$ cat src/rtl/cci_mpf_svc_vtp_tlb_fa.sv
// Fully associative VTP TLB serving two lookup channels and one fill port.
//
// Ports:
//   clk, reset           - clock, asynchronous active-high reset
//   lookupPageVA/En[c]   - per-channel lookup request (4KB VA page index)
//   lookupRdy[c]         - channel ready; requests are never back-pressured
//   lookupValid/Miss[c]  - hit / miss strobe, 2 cycles after the request
//   lookupRspPagePA[c]   - translated 4KB PA page index (held on a miss)
//   lookupIsBigPage[c]   - hit entry is a 2MB page
//   lookupMissVA[c]      - VA that missed
//   fillEn/VA/PA/BigPage - fill request from the page table walker
//   fillRdy              - fill accepted when fillEn && fillRdy
//
// Optional build macro MPF_VTP_TLB_STATS_EN adds saturating statistics outputs
// statHits[c], statMisses[c] and statFills.
module cci_mpf_svc_vtp_tlb_fa #(
  parameter int unsigned NUM_ENTRIES = 32,
  parameter int unsigned VA_IDX_BITS = 36,
  parameter int unsigned PA_IDX_BITS = 26
) (
  input  logic                   clk,
  input  logic                   reset,
  input  logic [VA_IDX_BITS-1:0] lookupPageVA    [0:1],
  input  logic                   lookupEn        [0:1],
  output logic                   lookupRdy       [0:1],
  output logic [PA_IDX_BITS-1:0] lookupRspPagePA [0:1],
  output logic                   lookupIsBigPage [0:1],
  output logic                   lookupValid     [0:1],
  output logic                   lookupMiss      [0:1],
  output logic [VA_IDX_BITS-1:0] lookupMissVA    [0:1],
  input  logic                   fillEn,
  input  logic [VA_IDX_BITS-1:0] fillVA,
  input  logic [PA_IDX_BITS-1:0] fillPA,
  input  logic                   fillBigPage,
  output logic                   fillRdy
`ifdef MPF_VTP_TLB_STATS_EN
  ,
  output logic [31:0]            statHits        [0:1],
  output logic [31:0]            statMisses      [0:1],
  output logic [31:0]            statFills
`endif
);

  // A 2MB page covers 512 4KB pages.
  localparam int unsigned BigBits = 9;
  localparam int unsigned IdxW    = (NUM_ENTRIES > 1) ? $clog2(NUM_ENTRIES) : 1;

  // Coarse compare ignores the 4KB offset within a 2MB page.
  function automatic logic va_match(input logic [VA_IDX_BITS-1:0] a,
                                    input logic [VA_IDX_BITS-1:0] b,
                                    input logic                   coarse);
    if (coarse) return a[VA_IDX_BITS-1:BigBits] == b[VA_IDX_BITS-1:BigBits];
    return a == b;
  endfunction

  // ---------------------------------------------------------------------------
  // Entry storage
  // ---------------------------------------------------------------------------
  logic [NUM_ENTRIES-1:0] ent_valid_q, ent_valid_d;
  logic [NUM_ENTRIES-1:0] ent_big_q, ent_big_d;
  logic [VA_IDX_BITS-1:0] ent_va_q [NUM_ENTRIES];
  logic [VA_IDX_BITS-1:0] ent_va_d [NUM_ENTRIES];
  logic [PA_IDX_BITS-1:0] ent_pa_q [NUM_ENTRIES];
  logic [PA_IDX_BITS-1:0] ent_pa_d [NUM_ENTRIES];
  logic [IdxW-1:0]        victim_q, victim_d;

  // ---------------------------------------------------------------------------
  // Fill FSM
  // ---------------------------------------------------------------------------
  typedef enum logic [0:0] {StIdle, StWrite} fill_state_e;

  fill_state_e            state_q, state_d;
  logic                   fill_rdy_q, fill_rdy_d;
  logic [VA_IDX_BITS-1:0] fill_va_q, fill_va_d;
  logic [PA_IDX_BITS-1:0] fill_pa_q, fill_pa_d;
  logic                   fill_big_q, fill_big_d;
  logic                   fill_wr;

  always_comb begin
    state_d    = state_q;
    fill_rdy_d = fill_rdy_q;
    fill_va_d  = fill_va_q;
    fill_pa_d  = fill_pa_q;
    fill_big_d = fill_big_q;
    fill_wr    = 1'b0;
    unique case (state_q)
      StIdle: begin
        if (fillEn) begin
          // Store big-page VAs pre-masked so the tag compare is uniform.
          fill_va_d  = fillBigPage ? {fillVA[VA_IDX_BITS-1:BigBits], {BigBits{1'b0}}} : fillVA;
          fill_pa_d  = fillPA;
          fill_big_d = fillBigPage;
          fill_rdy_d = 1'b0;
          state_d    = StWrite;
        end
      end
      StWrite: begin
        fill_wr    = 1'b1;
        fill_rdy_d = 1'b1;
        state_d    = StIdle;
      end
      default: begin
        fill_rdy_d = 1'b1;
        state_d    = StIdle;
      end
    endcase
  end

  always_ff @(posedge clk or posedge reset) begin
    if (reset) begin
      state_q    <= StIdle;
      fill_rdy_q <= 1'b1;
      fill_va_q  <= '0;
      fill_pa_q  <= '0;
      fill_big_q <= 1'b0;
    end else begin
      state_q    <= state_d;
      fill_rdy_q <= fill_rdy_d;
      fill_va_q  <= fill_va_d;
      fill_pa_q  <= fill_pa_d;
      fill_big_q <= fill_big_d;
    end
  end

  assign fillRdy = fill_rdy_q;

  // ---------------------------------------------------------------------------
  // Fill target selection: duplicate, else lowest invalid, else victim
  // ---------------------------------------------------------------------------
  logic            dup_hit, inv_hit;
  logic [IdxW-1:0] dup_idx, inv_idx, tgt_idx;

  always_comb begin
    dup_hit = 1'b0;
    dup_idx = '0;
    inv_hit = 1'b0;
    inv_idx = '0;
    // Descending scan so the lowest matching index wins.
    for (int i = int'(NUM_ENTRIES) - 1; i >= 0; i--) begin
      if (ent_valid_q[i] && va_match(ent_va_q[i], fill_va_q, ent_big_q[i] | fill_big_q)) begin
        dup_hit = 1'b1;
        dup_idx = IdxW'(i);
      end
      if (!ent_valid_q[i]) begin
        inv_hit = 1'b1;
        inv_idx = IdxW'(i);
      end
    end
  end

  always_comb begin
    ent_valid_d = ent_valid_q;
    ent_big_d   = ent_big_q;
    ent_va_d    = ent_va_q;
    ent_pa_d    = ent_pa_q;
    victim_d    = victim_q;
    tgt_idx     = dup_hit ? dup_idx : (inv_hit ? inv_idx : victim_q);
    if (fill_wr) begin
      ent_valid_d[tgt_idx] = 1'b1;
      ent_big_d[tgt_idx]   = fill_big_q;
      ent_va_d[tgt_idx]    = fill_va_q;
      ent_pa_d[tgt_idx]    = fill_pa_q;
      // Power-of-2 depth makes the wrap implicit.
      if (!dup_hit && !inv_hit) victim_d = victim_q + IdxW'(1);
    end
  end

  always_ff @(posedge clk or posedge reset) begin
    if (reset) begin
      ent_valid_q <= '0;
      ent_big_q   <= '0;
      victim_q    <= '0;
    end else begin
      ent_valid_q <= ent_valid_d;
      ent_big_q   <= ent_big_d;
      victim_q    <= victim_d;
    end
  end

  // Payload needs no reset; valid bits gate every use.
  always_ff @(posedge clk) begin
    ent_va_q <= ent_va_d;
    ent_pa_q <= ent_pa_d;
  end

  // ---------------------------------------------------------------------------
  // Lookup pipeline: request register, then compare + response register
  // ---------------------------------------------------------------------------
  logic [1:0]             la_en_q, la_en_d;
  logic [VA_IDX_BITS-1:0] la_va_q [2];
  logic [VA_IDX_BITS-1:0] la_va_d [2];

  logic [1:0]             hit_or, big_or;
  logic [PA_IDX_BITS-1:0] pa_or [2];

  logic [1:0]             rsp_valid_q, rsp_valid_d;
  logic [1:0]             rsp_miss_q, rsp_miss_d;
  logic [1:0]             rsp_big_q, rsp_big_d;
  logic [PA_IDX_BITS-1:0] rsp_pa_q [2];
  logic [PA_IDX_BITS-1:0] rsp_pa_d [2];
  logic [VA_IDX_BITS-1:0] miss_va_q [2];
  logic [VA_IDX_BITS-1:0] miss_va_d [2];

  always_comb begin
    for (int c = 0; c < 2; c++) begin
      la_en_d[c] = lookupEn[c];
      la_va_d[c] = lookupPageVA[c];
    end
  end

  always_comb begin
    for (int c = 0; c < 2; c++) begin
      hit_or[c] = 1'b0;
      big_or[c] = 1'b0;
      pa_or[c]  = '0;
      // At most one entry matches, so OR-ing the selected entries is the mux.
      for (int e = 0; e < int'(NUM_ENTRIES); e++) begin
        if (ent_valid_q[e] && va_match(ent_va_q[e], la_va_q[c], ent_big_q[e])) begin
          hit_or[c] = 1'b1;
          big_or[c] = big_or[c] | ent_big_q[e];
          pa_or[c]  = pa_or[c] | ent_pa_q[e];
        end
      end

      rsp_valid_d[c] = la_en_q[c] & hit_or[c];
      rsp_miss_d[c]  = la_en_q[c] & ~hit_or[c];
      rsp_big_d[c]   = la_en_q[c] & hit_or[c] & big_or[c];

      rsp_pa_d[c] = rsp_pa_q[c];
      if (rsp_valid_d[c]) begin
        rsp_pa_d[c] = big_or[c] ? {pa_or[c][PA_IDX_BITS-1:BigBits], la_va_q[c][BigBits-1:0]}
                                : pa_or[c];
      end

      miss_va_d[c] = miss_va_q[c];
      if (rsp_miss_d[c]) miss_va_d[c] = la_va_q[c];
    end
  end

  always_ff @(posedge clk or posedge reset) begin
    if (reset) begin
      la_en_q     <= '0;
      rsp_valid_q <= '0;
      rsp_miss_q  <= '0;
      rsp_big_q   <= '0;
      for (int c = 0; c < 2; c++) begin
        la_va_q[c]   <= '0;
        rsp_pa_q[c]  <= '0;
        miss_va_q[c] <= '0;
      end
    end else begin
      la_en_q     <= la_en_d;
      rsp_valid_q <= rsp_valid_d;
      rsp_miss_q  <= rsp_miss_d;
      rsp_big_q   <= rsp_big_d;
      for (int c = 0; c < 2; c++) begin
        la_va_q[c]   <= la_va_d[c];
        rsp_pa_q[c]  <= rsp_pa_d[c];
        miss_va_q[c] <= miss_va_d[c];
      end
    end
  end

  always_comb begin
    for (int c = 0; c < 2; c++) begin
      lookupRdy[c]       = ~reset;
      lookupValid[c]     = rsp_valid_q[c];
      lookupMiss[c]      = rsp_miss_q[c];
      lookupIsBigPage[c] = rsp_big_q[c];
      lookupRspPagePA[c] = rsp_pa_q[c];
      lookupMissVA[c]    = miss_va_q[c];
    end
  end

`ifdef MPF_VTP_TLB_STATS_EN
  // ---------------------------------------------------------------------------
  // Saturating statistics counters
  // ---------------------------------------------------------------------------
  logic [31:0] hits_q [2];
  logic [31:0] hits_d [2];
  logic [31:0] misses_q [2];
  logic [31:0] misses_d [2];
  logic [31:0] fills_q, fills_d;

  always_comb begin
    for (int c = 0; c < 2; c++) begin
      hits_d[c]   = hits_q[c];
      misses_d[c] = misses_q[c];
      if (rsp_valid_q[c] && (hits_q[c] != '1)) hits_d[c] = hits_q[c] + 32'd1;
      if (rsp_miss_q[c] && (misses_q[c] != '1)) misses_d[c] = misses_q[c] + 32'd1;
    end
    fills_d = fills_q;
    if (fill_wr && (fills_q != '1)) fills_d = fills_q + 32'd1;
  end

  always_ff @(posedge clk or posedge reset) begin
    if (reset) begin
      fills_q <= '0;
      for (int c = 0; c < 2; c++) begin
        hits_q[c]   <= '0;
        misses_q[c] <= '0;
      end
    end else begin
      fills_q <= fills_d;
      for (int c = 0; c < 2; c++) begin
        hits_q[c]   <= hits_d[c];
        misses_q[c] <= misses_d[c];
      end
    end
  end

  always_comb begin
    for (int c = 0; c < 2; c++) begin
      statHits[c]   = hits_q[c];
      statMisses[c] = misses_q[c];
    end
    statFills = fills_q;
  end
`endif

endmodule

$ cat config.mk
export PLATFORM = sky130hd
export DESIGN_NAME = cci_mpf_svc_vtp_tlb_fa
export DESIGN_NICKNAME = d
export VERILOG_FILES = /design/src/rtl/cci_mpf_svc_vtp_tlb_fa.sv
export SDC_FILE = /design/constraint.sdc
export NUM_CORES = 2
export LEC_CHECK = 0
export CAP_MARGIN = 15
export CORE_MARGIN = 3
export CORE_UTILIZATION = 30
export DETAILED_ROUTE_END_ITERATION = 8
export SYNTH_ARGS = -nofsm -noshare
export SYNTH_HDL_FRONTEND = slang
export SYNTH_SLANG_ARGS = --single-unit
$ cat constraint.sdc
create_clock -name clk -period 22.6 [get_ports clk]
set_input_delay 4.52 -clock clk [delete_from_list [all_inputs] [get_ports clk]]
set_output_delay 4.52 -clock clk [all_outputs]
set_load 0.1 [all_outputs]
==> results.json <==
{
  "status": "completed",
  "nNetsFinal": 10200,
  "ys_warn_count": 0,
  "switching_share": 0.314,
  "pwr-share-seq": 0.462,
  "drv_slew": 0,
  "clock-sinks": 2322,
  "rows": 235,
  "core_area_mm2": 0.411,
  "p_int_mw": 8.36,
  "grt_pass1_vias": 92100,
  "cts_htree_levels": 5,
  "slew_headroom": 0.151,
  "grt-ovfl-total": 0,
  "setup_viol": 0,
  "ys_seq_area_frac": 0.548,
  "syn-cell-area_mm2": 0.124,
  "ys_async_sr_fraction": 0.146,
  "worstHoldPathType": "reg -> reg",
  "syn_nets": 10000,
  "synthTopCellsByArea": "edfxtp_1, xnor2_1, xor2_1",
  "combPwrFrac": 0.164,
  "die_w_um": 649,
  "ys.flop_type": "edfxtp_1",
  "io_pins": 273,
  "antenna_found_initial": 41,
  "drcViolationCount": 0,
  "gp_congestion": 0.987,
  "ys_types": 69,
  "p_per_area_mw_per_mm2": 85.2,
  "dp_hpwl_mm": 350,
  "finalWorstSetupSlack_ns": 11.28,
  "period_minus_slack_ns": 11.32,
  "synth_top_cell_area_share": 0.480,
  "drv_cap": 0,
  "worst_pin_slew_ns": 1.27,
  "ir_drop_uv": 71.0,
  "path_class": "in -> out",
  "post_cts_buffers": 0,
  "fp.dieH_um": 649,
  "fill_cells": 39900,
  "via_per_inst": 6.15,
  "clk_root_buffer_cell": "clkbuf_16",
  "portBuffers": 272,
  "clk_pin_slew_ns": 0.05,
  "synthCells": 9861,
  "p_clk_frac": 0.374,
  "start_util": 0.302,
  "areaGrowthSynthToFinish_pct": 15.2,
  "fmax_mhz": 88.3,
  "post-route-period-util": 0.501,
  "drtIter0Drc": 17800,
  "yosysTopAreaCell": "edfxtp_1",
  "cts_tree": "built",
  "critPathArrivalTime_ns": 6.80,
  "numCtsBuffers": 266,
  "crit_fanout": 59,
  "routed_wl_mm": 601,
  "grt_pass1_wl_mm": 804,
  "grt_start_max_net_pins": 66,
  "rsz0062_at_grt": "false",
  "switching_power_mw": 3.82,
  "drive_above_1_share": 0.105,
  "synth_edf_count": 1984,
  "finalSetupTns_ns": 0,
  "dieArea_mm2": 0.421,
  "ys_seq_elements": 2322,
  "ctsHoldBuffers": 0,
  "cp.required_ns": 18.08,
  "avgSynthCellArea_um2": 12.6,
  "drt-pass1-iter-count": 7,
  "ctsResizeCount": 0,
  "start_kind": "input pin",
  "hold_viol": 0,
  "skew_ns": 0.0735,
  "ant_nets": 0,
  "clk_latency_ns": 0.98,
  "clockBufferDepth": 4,
  "p_leak_nw": 45.0,
  "num_vias": 96800,
  "wl_per_cell_um": 38.2,
  "dp_slack_ns": 11.22,
  "grtUsageTotal": 0.273,
  "endpoint_kind": "primary output"
}
area by class of cell:
class | count | area [µm²] | area share
repair buffers | 548 | 4830 | 0.0338
clock inverters | 141 | 1540 | 0.0108
diodes | 25 | 62.6 | 0.000438
inverters | 35 | 144 | 0.00101
well taps | 5451 | 6820 | 0.0477
multi-input cells | 6874 | 53600 | 0.375
flip-flops and latches | 2322 | 68400 | 0.479
clock buffers | 347 | 7440 | 0.0521
worst paths after layout:
check	startpoint	endpoint	slack, ns	cells after the start
worst max-delay path	reset	lookupRdy[1]	11.28	3
max in group asynchronous	reset	la_va_q[41]$_DFF_PP0_	16.24	4
worst min register to register	lookupRspPagePA[12]$_DFFE_PP0P_	lookupRspPagePA[12]$_DFFE_PP0P_	0.48	2
min in group asynchronous	reset	fill_va_q[28]$_DFFE_PP0P_	4.12	2
worst min-delay path	lookupRspPagePA[12]$_DFFE_PP0P_	lookupRspPagePA[12]$_DFFE_PP0P_	0.48	2
worst max register to register	fill_va_q[11]$_DFFE_PP0P_	ent_big_q[5]$_DFFE_PP0P_	15.35	14
layout by cell type (no fill, tap or decap), drive strengths merged, types with 27 or more instances in the layout:
| cell | Yosys | routed |
|---|---|---|
| xnor2 | 2072 | 2072 |
| edfxtp | 1984 | 1984 |
| xor2 | 1388 | 1388 |
| nand4 | 868 | 868 |
| nor4 | 455 | 455 |
| clkbuf | 170 | 347 |
| dfrtp | 337 | 337 |
| a22oi | 288 | 288 |
| a22o | 283 | 283 |
| a221oi | 283 | 283 |
| nand2 | 277 | 277 |
| buf | 460 | 277 |
| clkdlybuf4s50 | 0 | 271 |
| nand3 | 219 | 219 |
| nor3 | 147 | 147 |
| mux2 | 135 | 135 |
| nor2 | 128 | 128 |
| clkinv | 0 | 82 |
| o21ai | 65 | 65 |
| a31oi | 55 | 55 |
| inv | 35 | 54 |
| or4 | 34 | 34 |
| a311o | 33 | 33 |
| or2 | 30 | 30 |
| bufinv | 0 | 27 |
registers in the layout, indices dropped and copies added, names as in the netlist, 2 cells and up:
signal	flops
lookupMissVA	72
fill_pa_q	26
lookupRspPagePA	52
ent_valid_q	32
ent_va_q	1152
ent_big_q	32
la_en_q	2
victim_q	5
ent_pa_q	832
rsp_miss_q	2
rsp_valid_q	2
rsp_big_q	2
la_va_q	72
fill_va_q	36
critical path, stage by stage:
cell and delay, ns:
clkdlybuf4s50_1 0.49, inv_8 0.51, clkdlybuf4s50_1 1.26
cell usage after synthesis (3+ instances only):
| cell | count |
|---|---|
| buf_4 | 41 |
| and2_1 | 8 |
| xor2_1 | 1388 |
| o21ai_0 | 62 |
| a221oi_1 | 283 |
| mux2i_1 | 3 |
| xnor2_1 | 2072 |
| nand2b_1 | 17 |
| inv_1 | 34 |
| dfrtp_1 | 337 |
| and3_1 | 11 |
| a31oi_1 | 55 |
| a41oi_1 | 3 |
| buf_2 | 381 |
| a22oi_1 | 288 |
| mux2_2 | 133 |
| nor2_2 | 7 |
| buf_1 | 37 |
| nor3_1 | 147 |
| a311o_1 | 33 |
| a21oi_1 | 21 |
| edfxtp_1 | 1984 |
| a22o_1 | 283 |
| o211ai_1 | 5 |
| nor4_1 | 453 |
| nor2_1 | 121 |
| a2111oi_0 | 3 |
| nand3_1 | 219 |
| or2_2 | 29 |
| nand2_1 | 277 |
| nor2b_1 | 6 |
| nand4_1 | 868 |
| a221o_1 | 3 |
| clkbuf_1 | 170 |
| or4_1 | 34 |
| or3b_1 | 3 |
power groups by stage:
stage | clock [mW] | combinational (mW) | sequential [mW]
final | 4.56 | 1.99 | 5.63
after global routing | 4.74 | 2.05 | 5.64
after CTS | 4.58 | 1.93 | 5.60
after detailed placement | 0 | 1.92 | 5.69
after global placement | 0 | 1.93 | 5.69
after floorplan | 0 | 1.17 | 5.50
per-layer routing:
layer | routed length (µm) | up-vias | global-route usage
met5 | 186 | - | 0.00113
met4 | 51600 | 22 | 0.185
met3 | 83300 | 2305 | 0.0796
met2 | 243000 | 8875 | 0.389
met1 | 223000 | 48200 | 0.357
li1 | - | 37400 | -
stage by stage:
stage | hold WS [ns] | total power, mW | utilization | cell area, µm² | std cells
floorplan | 0.437 | 6.67 | - | 124000 | 9861
finish | 0.481 | 12.2 | 0.348 | 143000 | 15700
global route | 0.500 | 12.4 | 0.348 | 143000 | 15700
CTS | 0.486 | 12.1 | 0.348 | 143000 | 15700
global placement | 0.468 | 7.62 | 0.326 | 134000 | 15200
detailed placement | 0.473 | 7.62 | 0.326 | 134000 | 15200
cell families after synthesis:
group,share of synthesized area
adder cells (fa/ha/maj),0.000101
multiplexers,0.0125
AO/OA/AOI/OAI,0.0689
XOR/XNOR,0.244
buffers and inverters,0.0253
flip-flops,0.548
AND/OR/NAND/NOR,0.100
(Power assumes the default switching activity.)
